`src/rtl/uart_word_tx.sv`:
```
// rtl/uart_word_tx.sv - word-to-serial UART transmitter fed from a 1-cycle-latency FIFO; optional parity via UART_WORD_TX_PARITY_EN
module uart_word_tx #(
  parameter int CLK_DIV    = 434,
  parameter int WORD_BYTES = 4,
  parameter int MSB_FIRST  = 1,
  parameter int STOP_BITS  = 1,
  parameter int PARITY_ODD = 0
) (
  input  logic                    clk,
  input  logic                    rst,
  input  logic [8*WORD_BYTES-1:0] data_in,
  input  logic                    empty,
  output logic                    rd_en,
  output logic                    tx,
  output logic [7:0]              data_out,
  output logic                    pulse,
  output logic                    busy
);

  localparam int CW = (CLK_DIV > 2) ? $clog2(CLK_DIV) : 1;
  localparam int IW = (WORD_BYTES > 1) ? $clog2(WORD_BYTES) : 1;

  typedef enum logic [2:0] {IDLE, READ, LOAD, START, DATA, PAR, STOP} state_t;

  state_t                  state;
  logic [CW-1:0]           baud_cnt;
  logic [2:0]              bit_idx;
  logic [IW-1:0]           byte_idx;
  logic [8*WORD_BYTES-1:0] word_q;
  logic [7:0]              shift_q;
  logic                    baud_wrap;
  logic [7:0]              load_byte;
  logic [7:0]              next_byte;

  // Byte lane for a given frame index, honouring the configured byte order.
  function automatic logic [7:0] pick(input logic [8*WORD_BYTES-1:0] w, input logic [IW-1:0] idx);
    int pos;
    pos = (MSB_FIRST != 0) ? (WORD_BYTES - 1 - int'(idx)) : int'(idx);
    if (pos < 0 || pos >= WORD_BYTES) pos = 0;
    return w[8*pos +: 8];
  endfunction

  assign baud_wrap = (baud_cnt == CW'(CLK_DIV - 1));
  // First byte comes straight from the FIFO bus because the word register loads on the same edge.
  assign load_byte = pick(data_in, '0);
  assign next_byte = pick(word_q, byte_idx + IW'(1));

`ifdef UART_WORD_TX_PARITY_EN
  logic par_bit;
  // data_out still holds the byte in flight while its data bits shift out.
  assign par_bit = (^data_out) ^ (PARITY_ODD != 0);
`else
  logic unused_parity_odd;
  assign unused_parity_odd = (PARITY_ODD != 0);
`endif

  // Frame sequencer: every output is registered and set on the transition into its state.
  always_ff @(posedge clk) begin
    if (rst) begin
      state    <= IDLE;
      tx       <= 1'b1;
      rd_en    <= 1'b0;
      pulse    <= 1'b0;
      busy     <= 1'b0;
      data_out <= 8'h00;
      baud_cnt <= '0;
      bit_idx  <= '0;
      byte_idx <= '0;
      word_q   <= '0;
      shift_q  <= '0;
    end else begin
      rd_en <= 1'b0;
      pulse <= 1'b0;
      case (state)
        IDLE: begin
          tx       <= 1'b1;
          baud_cnt <= '0;
          if (!empty) begin
            state <= READ;
            rd_en <= 1'b1;
            busy  <= 1'b1;
          end
        end
        READ: begin
          state <= LOAD;
        end
        LOAD: begin
          word_q   <= data_in;
          byte_idx <= '0;
          shift_q  <= load_byte;
          data_out <= load_byte;
          pulse    <= 1'b1;
          tx       <= 1'b0;
          baud_cnt <= '0;
          state    <= START;
        end
        START: begin
          if (baud_wrap) begin
            baud_cnt <= '0;
            tx       <= shift_q[0];
            shift_q  <= {1'b0, shift_q[7:1]};
            bit_idx  <= '0;
            state    <= DATA;
          end else begin
            baud_cnt <= baud_cnt + CW'(1);
          end
        end
        DATA: begin
          if (baud_wrap) begin
            baud_cnt <= '0;
            if (bit_idx == 3'd7) begin
              bit_idx <= '0;
`ifdef UART_WORD_TX_PARITY_EN
              tx      <= par_bit;
              state   <= PAR;
`else
              tx      <= 1'b1;
              state   <= STOP;
`endif
            end else begin
              bit_idx <= bit_idx + 3'd1;
              tx      <= shift_q[0];
              shift_q <= {1'b0, shift_q[7:1]};
            end
          end else begin
            baud_cnt <= baud_cnt + CW'(1);
          end
        end
        PAR: begin
          if (baud_wrap) begin
            baud_cnt <= '0;
            bit_idx  <= '0;
            tx       <= 1'b1;
            state    <= STOP;
          end else begin
            baud_cnt <= baud_cnt + CW'(1);
          end
        end
        STOP: begin
          if (baud_wrap) begin
            baud_cnt <= '0;
            if (bit_idx == 3'(STOP_BITS - 1)) begin
              bit_idx <= '0;
              if (byte_idx != IW'(WORD_BYTES - 1)) begin
                byte_idx <= byte_idx + IW'(1);
                data_out <= next_byte;
                shift_q  <= next_byte;
                pulse    <= 1'b1;
                tx       <= 1'b0;
                state    <= START;
              end else begin
                busy  <= 1'b0;
                state <= IDLE;
              end
            end else begin
              bit_idx <= bit_idx + 3'd1;
            end
          end else begin
            baud_cnt <= baud_cnt + CW'(1);
          end
        end
        default: begin
          state <= IDLE;
          tx    <= 1'b1;
        end
      endcase
    end
  end

endmodule

```
`config.mk`:
```
export PLATFORM = sky130hd
export DESIGN_NAME = uart_word_tx
export DESIGN_NICKNAME = d
export VERILOG_FILES = /design/src/rtl/uart_word_tx.sv
export SDC_FILE = /design/constraint.sdc
export NUM_CORES = 1
export LEC_CHECK = 0
export BUFFER_PORTS_ARGS = -buffer_cell sky130_fd_sc_hd__buf_2
export CAP_MARGIN = 20
export CELL_PAD_IN_SITES_DETAIL_PLACEMENT = 1
export CELL_PAD_IN_SITES_GLOBAL_PLACEMENT = 2
export CORE_MARGIN = 2
export CORE_UTILIZATION = 38
export CTS_BUF_LIST = sky130_fd_sc_hd__clkbuf_8
export DETAILED_ROUTE_END_ITERATION = 10
export GPL_TIMING_DRIVEN = 0
export PLACE_DENSITY = 0.84
export SLEW_MARGIN = 25
export SYNTH_ARGS = -nofsm -noshare
export SYNTH_HDL_FRONTEND = slang
export SYNTH_SLANG_ARGS = --single-unit
```
`constraint.sdc`:
```
create_clock -name clk -period 3.1 [get_ports clk]
set_input_delay 0.62 -clock clk [delete_from_list [all_inputs] [get_ports clk]]
set_output_delay 0.62 -clock clk [all_outputs]
set_load 0.01 [all_outputs]
```
==> qor.yml, run 1 <==
timing:
  fin_ws_ns: 0.805
  fin_setup_tns_ns: 0
  slew_headroom: 0.357
  setup_viol_count_final: 0
  worst_pin_slew_ns: 0.964
  layout_min_cycle_time_ns: 2.30
  fmax_ghz: 0.436
  rsz0062_at_grt: "false"
  hold-worst-slack_ns: 0.460
  hold_viol: 0
  slew_violations: 0
  timing.final.crit_share: 0.740
  fin_worst_skew_ns: 0.0150
grt:
  grt_overflow: 0
  grt_max_degree: 13
  grt_pass1_wl_um: 17600
  track_usage: 0.226
  antenna_found_initial: 0
  grt_pass1_vias: 3392
cells_and_area:
  nNetsFinal: 510
  antennaDiodeCount: 0
  area_growth_pct: 16.5
  fin_area_mm2: 0.00405
  post_route_cells_drive_above_1_share: 0.175
  layout_commonest_cell: "nand2_1"
  layout_common_cells: "91 x nand2_1, 69 x dfxtp_1, 54 x a21oi_1"
floorplan:
  fp.dieArea_mm2: 0.00993
  start_util: 0.395
  core_mm2: 0.00881
  die_h_um: 99.6
  core.rowCount: 34
  io_pins: 47
  die_width_um: 99.6
cts:
  cts_tree: "built"
  htree_num_levels: 3
  postCtsSetupRepairBufs: 0
  insertion_delay_ns: 0.35
  cts_buffer_depth: 2
  clock-root-buffer: "clkbuf_8"
  holdBufCountCts: 0
  clkTransAtPathRegs_ns: 0.09
  numClockSinks: 69
  cts_buffers: 9
  cts_resized: 0
pwr:
  vdd_ir_drop_max_mv: 0.240
  p_sw_frac: 0.385
  p_seq_frac: 0.388
  p_leak_nw: 1.43
  p_int_mw: 1.93
  cellPowerDensity_mw_per_mm2: 776
  clockPowerShare: 0.259
  comb_power_share: 0.353
  power_switching_mw: 1.21
logic_synthesis:
  synth-main-ff-cell: "dfxtp_1"
  syn_nets: 454
  synth-async-reset-ratio: 0
  synth_edf_count: 0
  synth-compound-area-share: 0.253
  synthAdderAreaFrac: 0.0216
  yosys-mux-area-fraction: 0.0547
  synth-xor-area-share: 0.00252
  yosysWarnings: 0
  avgSynthCellArea_um2: 8.42
  synth_top_family_by_area: "compound AO/OA/AOI/OAI gates"
  syn_inst: 413
  synth-simple-area-share: 0.222
  synth_seq_area_share: 0.397
  ys_types: 56
  synth_area_mm2: 0.00348
  yosysTopAreaCellShare: 0.397
  ys_top_cells_by_area: "dfxtp_1 40%, nand2_1 9.8%, a21oi_1 7.8%"
  ys_seq_elements: 69
  yosys.area.top_type: "dfxtp_1"
hold_path:
  hold_class: "reg -> reg"
  min_from: "word_q[0]"
detailed_routing:
  drc: 0
  viasPerCell: 5.68
  wl_um: 10700
  wire_per_inst_um: 18.4
  firstDrtPassIters: 4
  drtAntennaViolNets: 0
  vias: 3298
  drtIter0Drc: 202
place:
  port_buffers: 45
  dp_hpwl_um: 8030
  dp_slack_ns: 0.840
  routabilityCongestion: 0.888
  placed_cell_area_mm2: 0.00384
setup_path:
  cp-end-kind: "flop"
  reg2reg_from: "baud_cnt[1]"
  max_stage_delay_ns: 0.56
  cp-start-kind: "flop"
  crit_slowest_cell: "a31oi_1"
  crit_path_max_fanout: 7
  cp_cell_sequence: "inv_1 -> ha_1 -> and4_1 -> a31oi_1 -> nor2_1 -> a311oi_1"
  crit_required_ns: 3.34
  startpoint: "baud_cnt[1]"
  criticalPathCategory: "reg -> reg"
  crit_arrival_ns: 2.53
outcome:
  outcome: "complete, no violations"
run:
  max_cap_violations: 0
cell families (layout without fill, tap and decap cells):
kind of cell / after synthesis / count (layout)
simple gates: 155 / 155
compound gates: 134 / 134
flops: 69 / 69
buf+inv: 39 / 99
mux: 9 / 9
fa+ha+maj: 6 / 6
xor+xnor: 1 / 1
state kept, by name, indices dropped and copies added, names as in the netlist:
register  count
byte_idx      2
word_q       32
state         3
busy          1
data_out      8
pulse         1
bit_idx       3
rd_en         1
shift_q       8
baud_cnt      9
tx            1
through the flow:
step / util / total power [mW] / std cells
2_1_floorplan: - / 1.96 / 413
3_3_place_gp: 0.436 / 2.31 / 566
3_5_place_dp: 0.436 / 2.34 / 566
4_1_cts: 0.460 / 3.16 / 581
5_1_grt: 0.460 / 3.37 / 581
6_report: 0.460 / 3.14 / 581
final timing paths:
path,endpoint,slack [ns],cells after the start
setup / recovery,data_out[5],0.80,6
hold / removal,word_q[0],0.46,2
setup reg to reg,data_out[5],0.80,6
hold reg to reg,word_q[0],0.46,2
synthesized netlist by cell type (all sizes together), types with 3 or more instances:
cell	number
a32oi	8
and2	4
o311ai	3
buf	10
nor3	3
ha	6
nand2b	5
nor2b	6
a21oi	54
nand2	91
o22ai	3
nand3	4
nand4	4
clkbuf	23
o21ai	23
and4	7
nand3b	8
a31oi	3
a41oi	4
dfxtp	69
nor2	11
mux4	8
a311oi	13
inv	6
o211ai	9
metal layers:
| layer | routed length (µm) | track usage | vias to the layer above |
|---|---|---|---|
| li1 | - | - | 1637 |
| met1 | 5210 | 0.310 | 1601 |
| met2 | 5040 | 0.370 | 53 |
| met3 | 333 | 0.0295 | 7 |
| met4 | 91 | 0.0727 | 0 |
| met5 | 0 | 0 | - |
worst max-delay path: cells and delay by family (launching register included):
family / cells / cell delay (ns)
AND/OR/NAND/NOR: 2 / 0.54
buffers and inverters: 1 / 0.06
adder cells (fa/ha/maj): 1 / 0.21
AO/OA/AOI/OAI: 2 / 0.96
flip-flops: 1 / 0.42
layout make-up:
type	count	area, µm²
flip-flops and latches	69	1380
well taps	108	135
repair buffers	45	225
clock inverters	6	87.6
inverters	6	22.5
multi-input cells	305	1920
clock buffers	9	124
plain buffers	33	148
fillers	1059	4760
power groups by stage:
| stage | sequential (mW) | clock (mW) | combinational, mW |
|---|---|---|---|
| 6_report | 1.22 | 0.814 | 1.11 |
| 4_1_cts | 1.22 | 0.837 | 1.11 |
| 5_1_grt | 1.24 | 0.876 | 1.25 |
| 2_1_floorplan | 1.22 | 0 | 0.741 |
| 3_5_place_dp | 1.24 | 0 | 1.10 |
| 3_3_place_gp | 1.23 | 0 | 1.08 |
No activity file was read; power rests on OpenSTA's default activity.
==> run 2, diff against run 1 <==
CORE_UTILIZATION = 32   (was 38)
PLACE_DENSITY = 0.75   (was 0.84)
clock period = 2.1 ns   (was 3.1 ns; I/O delays follow)
==> qor.yml, run 2 (synthesis results as in run 1) <==
hold_path:
  hold_class: "in -> reg"
  hold_end: "rd_en"
  min_from: "empty"
  hold_path_depth: 2
cells_and_area:
  seq_area_mm2: 0.00138
  nFillCells: 1312
  area_growth_pct: 19.7
  layout_common_cells: "91 x nand2_1, 69 x dfxtp_1, 54 x a21oi_1"
  antennaDiodeCount: 0
  finish.utilization: 0.389
  fin_cells: 615
  fin_area_mm2: 0.00416
  post_route_cells_drive_above_1_share: 0.213
  layout_commonest_cell: "nand2_1"
  multi_input_area_mm2: 0.00198
  nNetsFinal: 511
  top_register: "word_q"
  largest_reg_flops: 32
  top_regs: "word_q (32), baud_cnt (9)"
cts:
  cts_buffers: 9
  clock-root-buffer: "clkbuf_8"
  cts_buffer_depth: 2
  clkTransAtPathRegs_ns: 0.08
  numClockSinks: 69
  insertion_delay_ns: 0.36
  holdBufCountCts: 0
  htree_num_levels: 3
  cts_tree: "built"
timing:
  hold-worst-slack_ns: 0.269
  worst_pin_slew_ns: 0.678
  rsz0062_at_grt: "false"
  fin_worst_skew_ns: 0.0115
  layout_min_cycle_time_ns: 1.96
  fin_setup_tns_ns: 0
  fmax_ghz: 0.510
  slew_violations: 0
  fin_ws_ns: 0.141
  slew_headroom: 0.548
  hold_viol: 0
  timing.final.crit_share: 0.933
  setup_viol_count_final: 0
run:
  max_cap_violations: 0
pwr:
  p_leak_nw: 1.46
  clockPowerShare: 0.242
  power_mw: 4.66
  p_sw_frac: 0.394
  p_seq_frac: 0.388
  p_int_mw: 2.82
  power_switching_mw: 1.84
  cellPowerDensity_mw_per_mm2: 1120
  vdd_ir_drop_max_mv: 0.373
  comb_power_share: 0.370
setup_path:
  cp-start-kind: "flop"
  crit_arrival_ns: 2.24
  regToRegEndpoint: "byte_idx[0]"
  criticalPathCategory: "reg -> reg"
  cp-end-kind: "flop"
  reg2reg_from: "bit_idx[0]"
  crit_required_ns: 2.38
  rr_worst_depth: 6
  crit_path_max_fanout: 6
  rrSetupSlack_ns: 0.14
grt:
  track_usage: 0.201
  antenna_found_initial: 0
  grt_overflow: 0
  grt_max_degree: 13
  grt_pass1_vias: 3338
  grt_pass1_wl_um: 18100
floorplan:
  io_pins: 47
  start_util: 0.325
  fp.dieArea_mm2: 0.0117
  die_h_um: 108
  die_width_um: 108
  core.rowCount: 38
  core_mm2: 0.0107
detailed_routing:
  wire_per_inst_um: 18.1
  firstDrtPassIters: 4
  vias: 3319
  drc: 0
  viasPerCell: 5.40
  wl_um: 11100
  drtAntennaViolNets: 0
  drtIter0Drc: 132
outcome:
  outcome: "complete, no violations"
place:
  dp_slack_ns: -0.214
  dpl.cell_count: 598
  routabilityCongestion: 0.820
  dp_hpwl_um: 8150
  placed_cell_area_mm2: 0.00388
  port_buffers: 45
-- run 2: layer usage --
metal  up-vias  share of wire  track usage
met5         -              0            0
met2        59           0.44        0.303
li1       1642              -            -
met3        13          0.030       0.0295
met4         0          0.017       0.0751
met1      1605           0.51        0.289
-- run 2: critical path, cell delays in order, from the launching register on --
cell and delay (ns):
dfxtp_1 0.33, inv_1 0.08, ha_1 0.18, nor2b_1 0.41
a31oi_2 0.27, or4_1 0.48, a21oi_1 0.13
-- run 2: timing repair --
action	in CTS	in global routing
pin swaps	0	3
cloned	0	0
setup buffers	0	2
resized for setup	6	19
setup endpoints to repair	46	44
-- run 2: final cells by class --
cell class	instances	share of cell area
multi-input combinational	305	0.477
tap	140	0.0421
timing repair buffer	47	0.0578
buffer	32	0.0373
sequential	69	0.332
clock inverter	6	0.0153
clock buffer	10	0.0331
inverter	6	0.00542
-- run 2: how the worst max path moves through the flow --
| stage | startpoint | to | depth (start not counted) |
|---|---|---|---|
| floorplan | bit_idx[0] | shift_q[0] | 6 |
| global placement | bit_idx[0] | shift_q[4] | 6 |
| detailed placement | bit_idx[0] | shift_q[0] | 6 |
| CTS | byte_idx[0] | shift_q[0] | 6 |
| global route | state[1] | word_q[13] | 6 |
| finish | bit_idx[0] | byte_idx[0] | 6 |
-- run 2: power by group through the flow --
stage / Sequential [mW] / Clock, mW / Combinational, mW
6_report: 1.81 / 1.13 / 1.72
5_1_grt: 1.85 / 1.22 / 1.92
4_1_cts: 1.80 / 1.16 / 1.67
3_5_place_dp: 1.83 / 0 / 1.64
3_3_place_gp: 1.82 / 0 / 1.62
2_1_floorplan: 1.80 / 0 / 1.09
